File: src/rtl/dram_sram16_bridge.sv
// dram_sram16_bridge
// Serves 32-bit DRAM-port word requests by running two back-to-back 16-bit
// accesses on an asynchronous SRAM. The low halfword goes first, then the
// high halfword. The access is acknowledged with one dram_ack pulse.
//
// Optional build macro: SRAM_SKIP_UNUSED_HALF_EN
//   When defined, a write skips any halfword whose two byte enables are both 0.
//   When undefined, both halves always run. An unused half still strobes
//   we_n, but with lb_n = ub_n = 1.
//
// MEM_ADDR_BITS must be at least SRAM_ADDR_BITS-1. Request address bits above
// SRAM_ADDR_BITS-2 are ignored, so addresses wrap modulo the SRAM size.

`ifndef MEM_ADDR_BITS
`define MEM_ADDR_BITS 24
`endif

module dram_sram16_bridge #(
    parameter int MEM_ADDR_BITS  = `MEM_ADDR_BITS,
    parameter int SRAM_ADDR_BITS = 19,
    parameter int WAIT_CYCLES    = 2
) (
    input  logic                      clk,
    input  logic                      reset_n,
    input  logic                      sync_reset,
    input  logic [MEM_ADDR_BITS-1:0]  dram_mem_addr,
    input  logic                      dram_mem_read_en,
    input  logic                      dram_mem_write_en,
    input  logic [3:0]                dram_mem_byte_enable,
    input  logic [31:0]               dram_mem_write_data,
    output logic                      dram_ack,
    output logic [31:0]               dram_mem_read_data,
    output logic [SRAM_ADDR_BITS-1:0] sram_addr,
    output logic [15:0]               sram_dq_out,
    output logic                      sram_dq_oe,
    input  logic [15:0]               sram_dq_in,
    output logic                      sram_ce_n,
    output logic                      sram_oe_n,
    output logic                      sram_we_n,
    output logic                      sram_lb_n,
    output logic                      sram_ub_n,
    output logic                      proto_err
);

    // Last value of the strobe counter before the strobe phase ends.
    localparam logic [3:0] LP_LAST = 4'(WAIT_CYCLES - 1);

    typedef enum logic [2:0] {
        S_IDLE      = 3'd0,
        S_SETUP_LO  = 3'd1,
        S_STROBE_LO = 3'd2,
        S_SETUP_HI  = 3'd3,
        S_STROBE_HI = 3'd4,
        S_ACK       = 3'd5
    } state_t;

    // The register state always matches the phase the SRAM pins show. A
    // request is latched first (r_pend), and the first phase begins on the
    // following edge. That extra cycle is the "+1" in the ack latency.
    state_t                    r_state;
    logic [3:0]                r_cnt;
    logic                      r_pend;
    logic                      r_wr;
    logic [SRAM_ADDR_BITS-2:0] r_addr;
    logic [3:0]                r_be;
    logic [31:0]               r_wdata;
    logic [15:0]               r_rd_lo;

    state_t                    w_nxt;
    logic                      w_req;
    logic                      w_accept;
    logic                      w_busy_req;
    logic                      w_last;
    logic                      w_skip_lo;
    logic                      w_skip_hi;
    logic                      w_active;
    logic                      w_strobe;
    logic                      w_half_hi;
    logic [1:0]                w_half_be;
    logic [15:0]               w_half_dat;
    logic                      w_unused_addr;

    // Upper request-address bits are intentionally ignored.
    assign w_unused_addr = ^dram_mem_addr;

    assign w_req      = dram_mem_read_en | dram_mem_write_en;
    assign w_accept   = (r_state == S_IDLE) && !r_pend && w_req;
    assign w_busy_req = w_req && !w_accept;
    assign w_last     = (r_cnt == LP_LAST);

`ifdef SRAM_SKIP_UNUSED_HALF_EN
    assign w_skip_lo = r_wr && (r_be[1:0] == 2'b00);
    assign w_skip_hi = r_wr && (r_be[3:2] == 2'b00);
`else
    assign w_skip_lo = 1'b0;
    assign w_skip_hi = 1'b0;
`endif

    // Next phase of the two-halfword access sequence.
    always_comb begin
        w_nxt = r_state;
        case (r_state)
            S_IDLE: begin
                if (r_pend) begin
                    if (w_skip_lo) begin
                        w_nxt = w_skip_hi ? S_ACK : S_SETUP_HI;
                    end else begin
                        w_nxt = S_SETUP_LO;
                    end
                end
            end
            S_SETUP_LO:  w_nxt = S_STROBE_LO;
            S_STROBE_LO: begin
                if (w_last) begin
                    w_nxt = w_skip_hi ? S_ACK : S_SETUP_HI;
                end
            end
            S_SETUP_HI:  w_nxt = S_STROBE_HI;
            S_STROBE_HI: begin
                if (w_last) begin
                    w_nxt = S_ACK;
                end
            end
            S_ACK:       w_nxt = S_IDLE;
            default:     w_nxt = S_IDLE;
        endcase
    end

    // Decode the pin values for the phase about to begin, so each output is registered.
    always_comb begin
        w_active   = (w_nxt == S_SETUP_LO) || (w_nxt == S_STROBE_LO) ||
                     (w_nxt == S_SETUP_HI) || (w_nxt == S_STROBE_HI);
        w_strobe   = (w_nxt == S_STROBE_LO) || (w_nxt == S_STROBE_HI);
        w_half_hi  = (w_nxt == S_SETUP_HI) || (w_nxt == S_STROBE_HI);
        w_half_be  = w_half_hi ? r_be[3:2] : r_be[1:0];
        w_half_dat = w_half_hi ? r_wdata[31:16] : r_wdata[15:0];
    end

    // Request latch and low-half read capture; these are don't-care until qualified by r_pend / state.
    always_ff @(posedge clk) begin
        if (w_accept) begin
            r_addr  <= dram_mem_addr[SRAM_ADDR_BITS-2:0];
            r_be    <= dram_mem_byte_enable;
            r_wdata <= dram_mem_write_data;
            r_wr    <= dram_mem_write_en;
        end
        if ((r_state == S_STROBE_LO) && w_last && !r_wr) begin
            r_rd_lo <= sram_dq_in;
        end
    end

    // Main sequencer: state, strobe counter, SRAM pins, ack, read word, error flag.
    always_ff @(posedge clk or negedge reset_n) begin
        if (!reset_n) begin
            r_state            <= S_IDLE;
            r_cnt              <= 4'd0;
            r_pend             <= 1'b0;
            sram_ce_n          <= 1'b1;
            sram_oe_n          <= 1'b1;
            sram_we_n          <= 1'b1;
            sram_lb_n          <= 1'b1;
            sram_ub_n          <= 1'b1;
            sram_dq_oe         <= 1'b0;
            sram_addr          <= '0;
            sram_dq_out        <= 16'd0;
            dram_ack           <= 1'b0;
            dram_mem_read_data <= 32'd0;
            proto_err          <= 1'b0;
        end else if (sync_reset) begin
            r_state            <= S_IDLE;
            r_cnt              <= 4'd0;
            r_pend             <= 1'b0;
            sram_ce_n          <= 1'b1;
            sram_oe_n          <= 1'b1;
            sram_we_n          <= 1'b1;
            sram_lb_n          <= 1'b1;
            sram_ub_n          <= 1'b1;
            sram_dq_oe         <= 1'b0;
            sram_addr          <= '0;
            sram_dq_out        <= 16'd0;
            dram_ack           <= 1'b0;
            dram_mem_read_data <= 32'd0;
            proto_err          <= 1'b0;
        end else begin
            r_state <= w_nxt;
            r_pend  <= w_accept;

            // A request while busy is dropped. Simultaneous read+write runs as a write.
            if (w_busy_req || (w_accept && dram_mem_read_en && dram_mem_write_en)) begin
                proto_err <= 1'b1;
            end

            // The counter restarts on strobe entry and advances while the strobe continues.
            if (w_strobe && (r_state == w_nxt)) begin
                r_cnt <= r_cnt + 4'd1;
            end else begin
                r_cnt <= 4'd0;
            end

            sram_ce_n  <= !w_active;
            sram_oe_n  <= !(w_strobe && !r_wr);
            sram_we_n  <= !(w_strobe && r_wr);
            sram_dq_oe <= w_active && r_wr;
            if (w_active) begin
                sram_addr <= {r_addr, w_half_hi};
                if (r_wr) begin
                    sram_dq_out <= w_half_dat;
                end
            end
            if (!w_active) begin
                {sram_ub_n, sram_lb_n} <= 2'b11;
            end else if (r_wr) begin
                {sram_ub_n, sram_lb_n} <= ~w_half_be;
            end else begin
                {sram_ub_n, sram_lb_n} <= 2'b00;
            end

            dram_ack <= (w_nxt == S_ACK);

            // The high half is captured on the edge that raises the read ack.
            if ((r_state == S_STROBE_HI) && w_last && !r_wr) begin
                dram_mem_read_data <= {sram_dq_in, r_rd_lo};
            end
        end
    end

endmodule

File: config.mk
export PLATFORM = sky130hd
export DESIGN_NAME = dram_sram16_bridge
export DESIGN_NICKNAME = d
export VERILOG_FILES = /design/src/rtl/dram_sram16_bridge.sv
export SDC_FILE = /design/constraint.sdc
export NUM_CORES = 1
export LEC_CHECK = 0
export ABC_AREA = 1
export BUFFER_PORTS_ARGS = -buffer_cell sky130_fd_sc_hd__buf_2
export CORE_MARGIN = 3
export CORE_UTILIZATION = 52
export DETAILED_ROUTE_END_ITERATION = 8
export HOLD_SLACK_MARGIN = 0.12
export PLACE_DENSITY = 0.79
export SLEW_MARGIN = 20
export SYNTH_ARGS = -nofsm -noshare
export SYNTH_HDL_FRONTEND = slang
export SYNTH_SLANG_ARGS = --single-unit
File: constraint.sdc
create_clock -name clk -period 5 [get_ports clk]
set_input_delay 0.25 -clock clk [delete_from_list [all_inputs] [get_ports clk]]
set_output_delay 0.25 -clock clk [all_outputs]
set_load 0.01 [all_outputs]
# Yosys cells after proc, flatten, opt, wreduce, memory -nomap -nowiden
# Cells that the tools add are included.
# totals
inputBits	81
output_inout_bits	75
ff_bits	154
# op_classes
bitwise	2
add_sub_neg	1
reduce_logical	31
n_mux	30
eq_ne	11
# op_table
operator	count
16-bit two-way mux	4
32-bit two-way mux	2
19-bit two-way mux	2
3-bit case mux with 5 select lines	1
1-bit two-way mux	14
1-bit logical AND	13
3-bit by 2-bit == test with 1-bit output (second input constant)	4
3-bit two-way mux	4
3-bit == test (second input constant)	3
4-bit two-way mux	2
2-bit nonzero test	4
3-bit by 1-bit == test with 1-bit output (second input constant)	2
1-bit logical NOT	6
1-bit logical OR	6
4-bit by 1-bit adder with 4-bit output (second input constant)	1
4-bit by 1-bit == test with 1-bit output (second input constant)	1
3-bit == test	1
3-bit logical NOT	1
2-bit two-way mux	1
2-bit inverter	1
2-bit AND reduction	1
1-bit OR	1

# Longest topological paths before layout
# depth
depth_word	10
mapped_depth	12
depth_no_buf	11

# Worst setup path after synthesis
# No wires, ideal clock.
# synth_timing
path_kind	reg-to-reg
startpoint	register r_state[0]
endpoint	register r_addr[0] (enable)
t_arrival_ps	3024
path_stages_with_launch	4
t_required_ps	4532
slack_ps	1508
path_buffers	0
setup_time_ps	468
path_cell_list	dfrtp_1 nor2_4 nand3_1 nor2_1
# synth_via
elab_chain_len	3
# synth_lines
element	line	source
from (decl)	60	state_t r_state;
from (signal assigned)	185	r_state <= w_nxt;
3-bit logical NOT	87	assign w_accept = (r_state == S_IDLE) && !r_pend && w_req;
1-bit logical AND (2 in series)	87	
via w_accept	71	logic w_accept;
to (signal assigned)	142	r_addr <= dram_mem_addr[SRAM_ADDR_BITS-2:0];
to (decl)	64	logic [SRAM_ADDR_BITS-2:0] r_addr;
# The timed path passes the listed nets, and every way through them passes these cells.
# A chain may end at the register's enable or synchronous reset.

# Worst setup path after layout
# layout_timing
startpoint	register r_cnt[1]
endpoint	register dram_mem_read_data[11]
# layout_via
elab_chain_len	4
# layout_lines
element	line	source
from (decl)	61	logic [3:0] r_cnt;
from (signal assigned)	195	r_cnt <= r_cnt + 4'd1;
4-bit by 1-bit == test with 1-bit output	89	assign w_last = (r_cnt == LP_LAST);
1-bit logical AND (2 in series)	221	if ((r_state == S_STROBE_HI) && w_last && !r_wr) begin
2-bit nonzero test (no source line)	--	
to (signal assigned)	222	dram_mem_read_data <= {sram_dq_in, r_rd_lo};
to (decl)	32	output logic [31:0] dram_mem_read_data,
# No other way between the ends.

==> key figures <==
Global routing
  • Vias in the first global route: ~4800
  • Global-route wire length before repair: 23.1 mm
  • Grt ovf: 0
  • Initial antenna violation count: 0
  • Pin count of the biggest net entering global routing: between 80 and 90
  • Total Routing Usage GR: 23.3%

Clock network
  • CTS buffer count: 17
  • Clk sink count: 154
  • CTS tree: yes
  • H-Tree Depth: 4
  • Clk buf depth: 2
  • Clk pin slew, worst setup/hold paths: approximately 0.06 ns
  • Worst-skew pair later-pin latency: 0.52 ns
  • CTS resizes: 0
  • Root Driver: clkbuf_8

Timing
  • Final setup vio count: 0
  • Fin Setup TNS: 0 ns
  • Skew final: roughly 0.011 ns
  • Min cycle time layout: roughly 2.7 ns
  • Final slew viol count: 0
  • F_max: 369 MHz
  • Slew HR: 34.8%
  • Slew at the pin closest to its max-slew limit: around 1 ns
  • Final period util: around 54%
  • RSZ-0062 raised after global routing: false
  • Number of hold violations in the final report: 0

Placement
  • Placed Area: 6650 sq um
  • Hpwl dp: ~8 mm
  • Placer congestion estimate: around 0.85
  • PortBufs: 149

Detailed routing
  • Final WL: roughly 14 mm
  • Post-route ant nets: 0
  • Per-cell routed wire length: ~16 microns
  • # DRC: 0
  • DRT iter0 DRCs: between 400 and 500
  • Vias: approximately 4400
  • Via density: ~5.1
  • First-pass DRT Iterations: 5

Worst setup path
  • FF-to-FF setup slack: 2.29 ns
  • CP max FO: 37
  • Worst endpoint data arrival time: about 3.1 ns
  • Crit path cell chain: inv_1 > ha_1 > nand2_1 > inv_1 > nand3_2 > o21ai_4 > buf_4 > nand3_1 > o21ai_0
  • Worst setup path startpoint: r_cnt[1]
  • Worst path slowest cell: o21ai_4
  • Slowest cell delay on critical path: ~0.81 ns
  • R2R Path Start: r_cnt[1]
  • Reg2reg end: dram_mem_read_data[11]
  • Top cell by count, worst path: inv_1
  • Crit path depth: 9
  • CP Buf/Inv Count: 3
  • Crit end category: flip-flop
  • Crit path launch type: flip-flop
  • Kind of critical path: reg -> reg
  • Family with the most delay on the worst path: compound AO/OA/AOI/OAI gates
  • Worst Path Required: approximately 5.4 ns
  • R2R cell count: 9

Synthesis
  • Post-Syn Nets: 584
  • Register area share after synthesis: between 70% and 80%
  • FF+latch count, synth: roughly 150
  • Yosys warns: 0
  • Post-synthesis cell count: 501
  • Top area cells in the synthesized netlist: edfxtp_1, dfrtp_1, nand2_1, nand3_1, inv_1
  • Synth top area share: between 30% and 40%
  • Netlist cell types: 28
  • Synth area leader: edfxtp_1
  • Synth Cell Area: about 5800 sq um
  • Syn Area/Cell: 11.6 sq um

Die
  • Chip width: between 100 and 150 microns
  • Top Ports: roughly 160
  • Chip height: roughly 110 microns
  • Placeable Area: 10600 sq um
  • Row Count: 37
  • Starting density of the core: about 55%
  • DIE AREA: approximately 12000 sq um

Cells and area
  • Layout Utilization: roughly three quarters
  • Antenna diodes: 0
  • Area grow syn2layout: 36.5%
  • Finished layout cell area: 7940 sq um
  • Layout cells sized above 1: roughly 28%
  • Final net count: around 810

Hold path
  • Hold WC Path Type: in -> reg
  • Hold EP: r_cnt[2]
  • Worst hold start: sync_reset
  • Hold depth: 2

Power and ir drop
  • Power Density: 396 nW/um^2
  • Leak pwr: around 3.8 nW
  • Worst vdd ir: a little over 0.0003 V

Run
  • Max-Cap Viols: 0

Status
  • Status: finished clean
-- sequential cells by signal (all words and copies together), names as in the netlist, 4 cells and up --
name / flops
r_addr: 18
r_cnt: 4
dram_mem_read_data: 32
r_be: 4
sram_addr: 19
r_wdata: 32
sram_dq_out: 16
r_rd_lo: 16
-- metal layers --
metal	share of wire, %	up-vias	wire length, microns	GRT usage, %
li1	-	2116	-	-
met5	0	-	0	0
met1	40	2106	5530	29.3
met3	7.2	20	991	5.87
met4	1.7	0	232	8.84
met2	51	199	7070	39.1
-- cell families (layout without fill, tap and decap cells) --
logic type	after synthesis	after routing	share of synthesized area, %
XOR/XNOR	2	2	0.301
AO/OA/AOI/OAI	38	38	3.33
adder cells (fa/ha/maj)	2	2	0.430
buffers and inverters	67	302	4.97
flip-flops	154	154	72.5
AND/OR/NAND/NOR	238	238	18.5
-- layout by cell type (no fill, tap or decap), drive strengths merged, types with 2 or more instances in the layout --
cell type and n:
edfxtp 71, clkinvlp 2, dfrtp 78, a21oi 2, nor2 16, nand4 16
nand2 140, clkinv 7, clkbuf 19, nor3 7, nand3 59, ha 2
o21ai 36, dfstp 5, inv 47, buf 152, dlygate4sd3 74
-- power breakdown --
group / total, W / switching (W) / internal, W / leakage (nW)
clock: 0.00117 / 0.000496 / 0.000676 / 0.269
sequential: 0.00155 / 0.0000691 / 0.00148 / 1.77
combinational: 0.000422 / 0.000261 / 0.000161 / 1.78
total: 0.00315 / 0.000826 / 0.00232 / 3.82
-- cell usage after synthesis --
cell type and n:
a21oi_1 2, buf_1 2, buf_2 9, buf_4 1, buf_6 3, clkbuf_1 8
dfrtp_1 78, dfstp_2 5, edfxtp_1 71, ha_1 2, inv_1 41, inv_2 3
nand2_1 135, nand2_2 3, nand2_4 2, nand3_1 57, nand3_2 2, nand4_1 16
nor2_1 14, nor2_4 1, nor2_8 1, nor3_1 6, nor3_2 1, o21ai_0 28
o21ai_1 7, o21ai_2 1, xnor2_1 1, xor2_1 1
-- layout make-up --
type | count | area [sq um]
flip-flops and latches | 154 | 4220
fillers | 659 | 2660
repair buffers | 226 | 1520
multi-input cells | 280 | 1330
clock buffers | 19 | 432
well taps | 136 | 170
inverters | 44 | 165
clock inverters | 13 | 118
-- worst register-to-register path: stages, from the launching register on --
cell and delay [ns]:
dfrtp_1 0.40, inv_1 0.08, ha_1 0.13, nand2_1 0.06, inv_1 0.08, nand3_2 0.44, o21ai_4 0.81, buf_4 0.38
nand3_1 0.10, o21ai_0 0.14
-- through the flow --
step / hold slack, ns / setup WS (ns) / total power [W] / cells
3_3_place_gp: 0.423 / 2.42 / 0.00192 / 766
6_report: 0.146 / 2.29 / 0.00315 / 872
5_1_grt: 0.153 / 1.97 / 0.00329 / 872
3_5_place_dp: 0.425 / 2.30 / 0.00194 / 766
4_1_cts: 0.127 / 2.30 / 0.00316 / 872
2_1_floorplan: -0.0456 / 1.51 / 0.00178 / 501
-- worst max-delay path by stage --
stage / slack [ns] / end
4_1_cts: 2.30 / dram_mem_read_data[11]
5_1_grt: 1.97 / dram_mem_read_data[10]
2_1_floorplan: 1.51 / r_addr[0]
3_3_place_gp: 2.42 / dram_mem_read_data[24]
3_5_place_dp: 2.30 / dram_mem_read_data[11]
6_report: 2.29 / dram_mem_read_data[11]
-- timing repair --
item                       in CTS  in global routing
hold endpoints to repair      167                  0
buffers inserted                0                  0
hold buffers                   74                  0
setup endpoints to repair       0                  0
(Power assumes the default switching activity.)
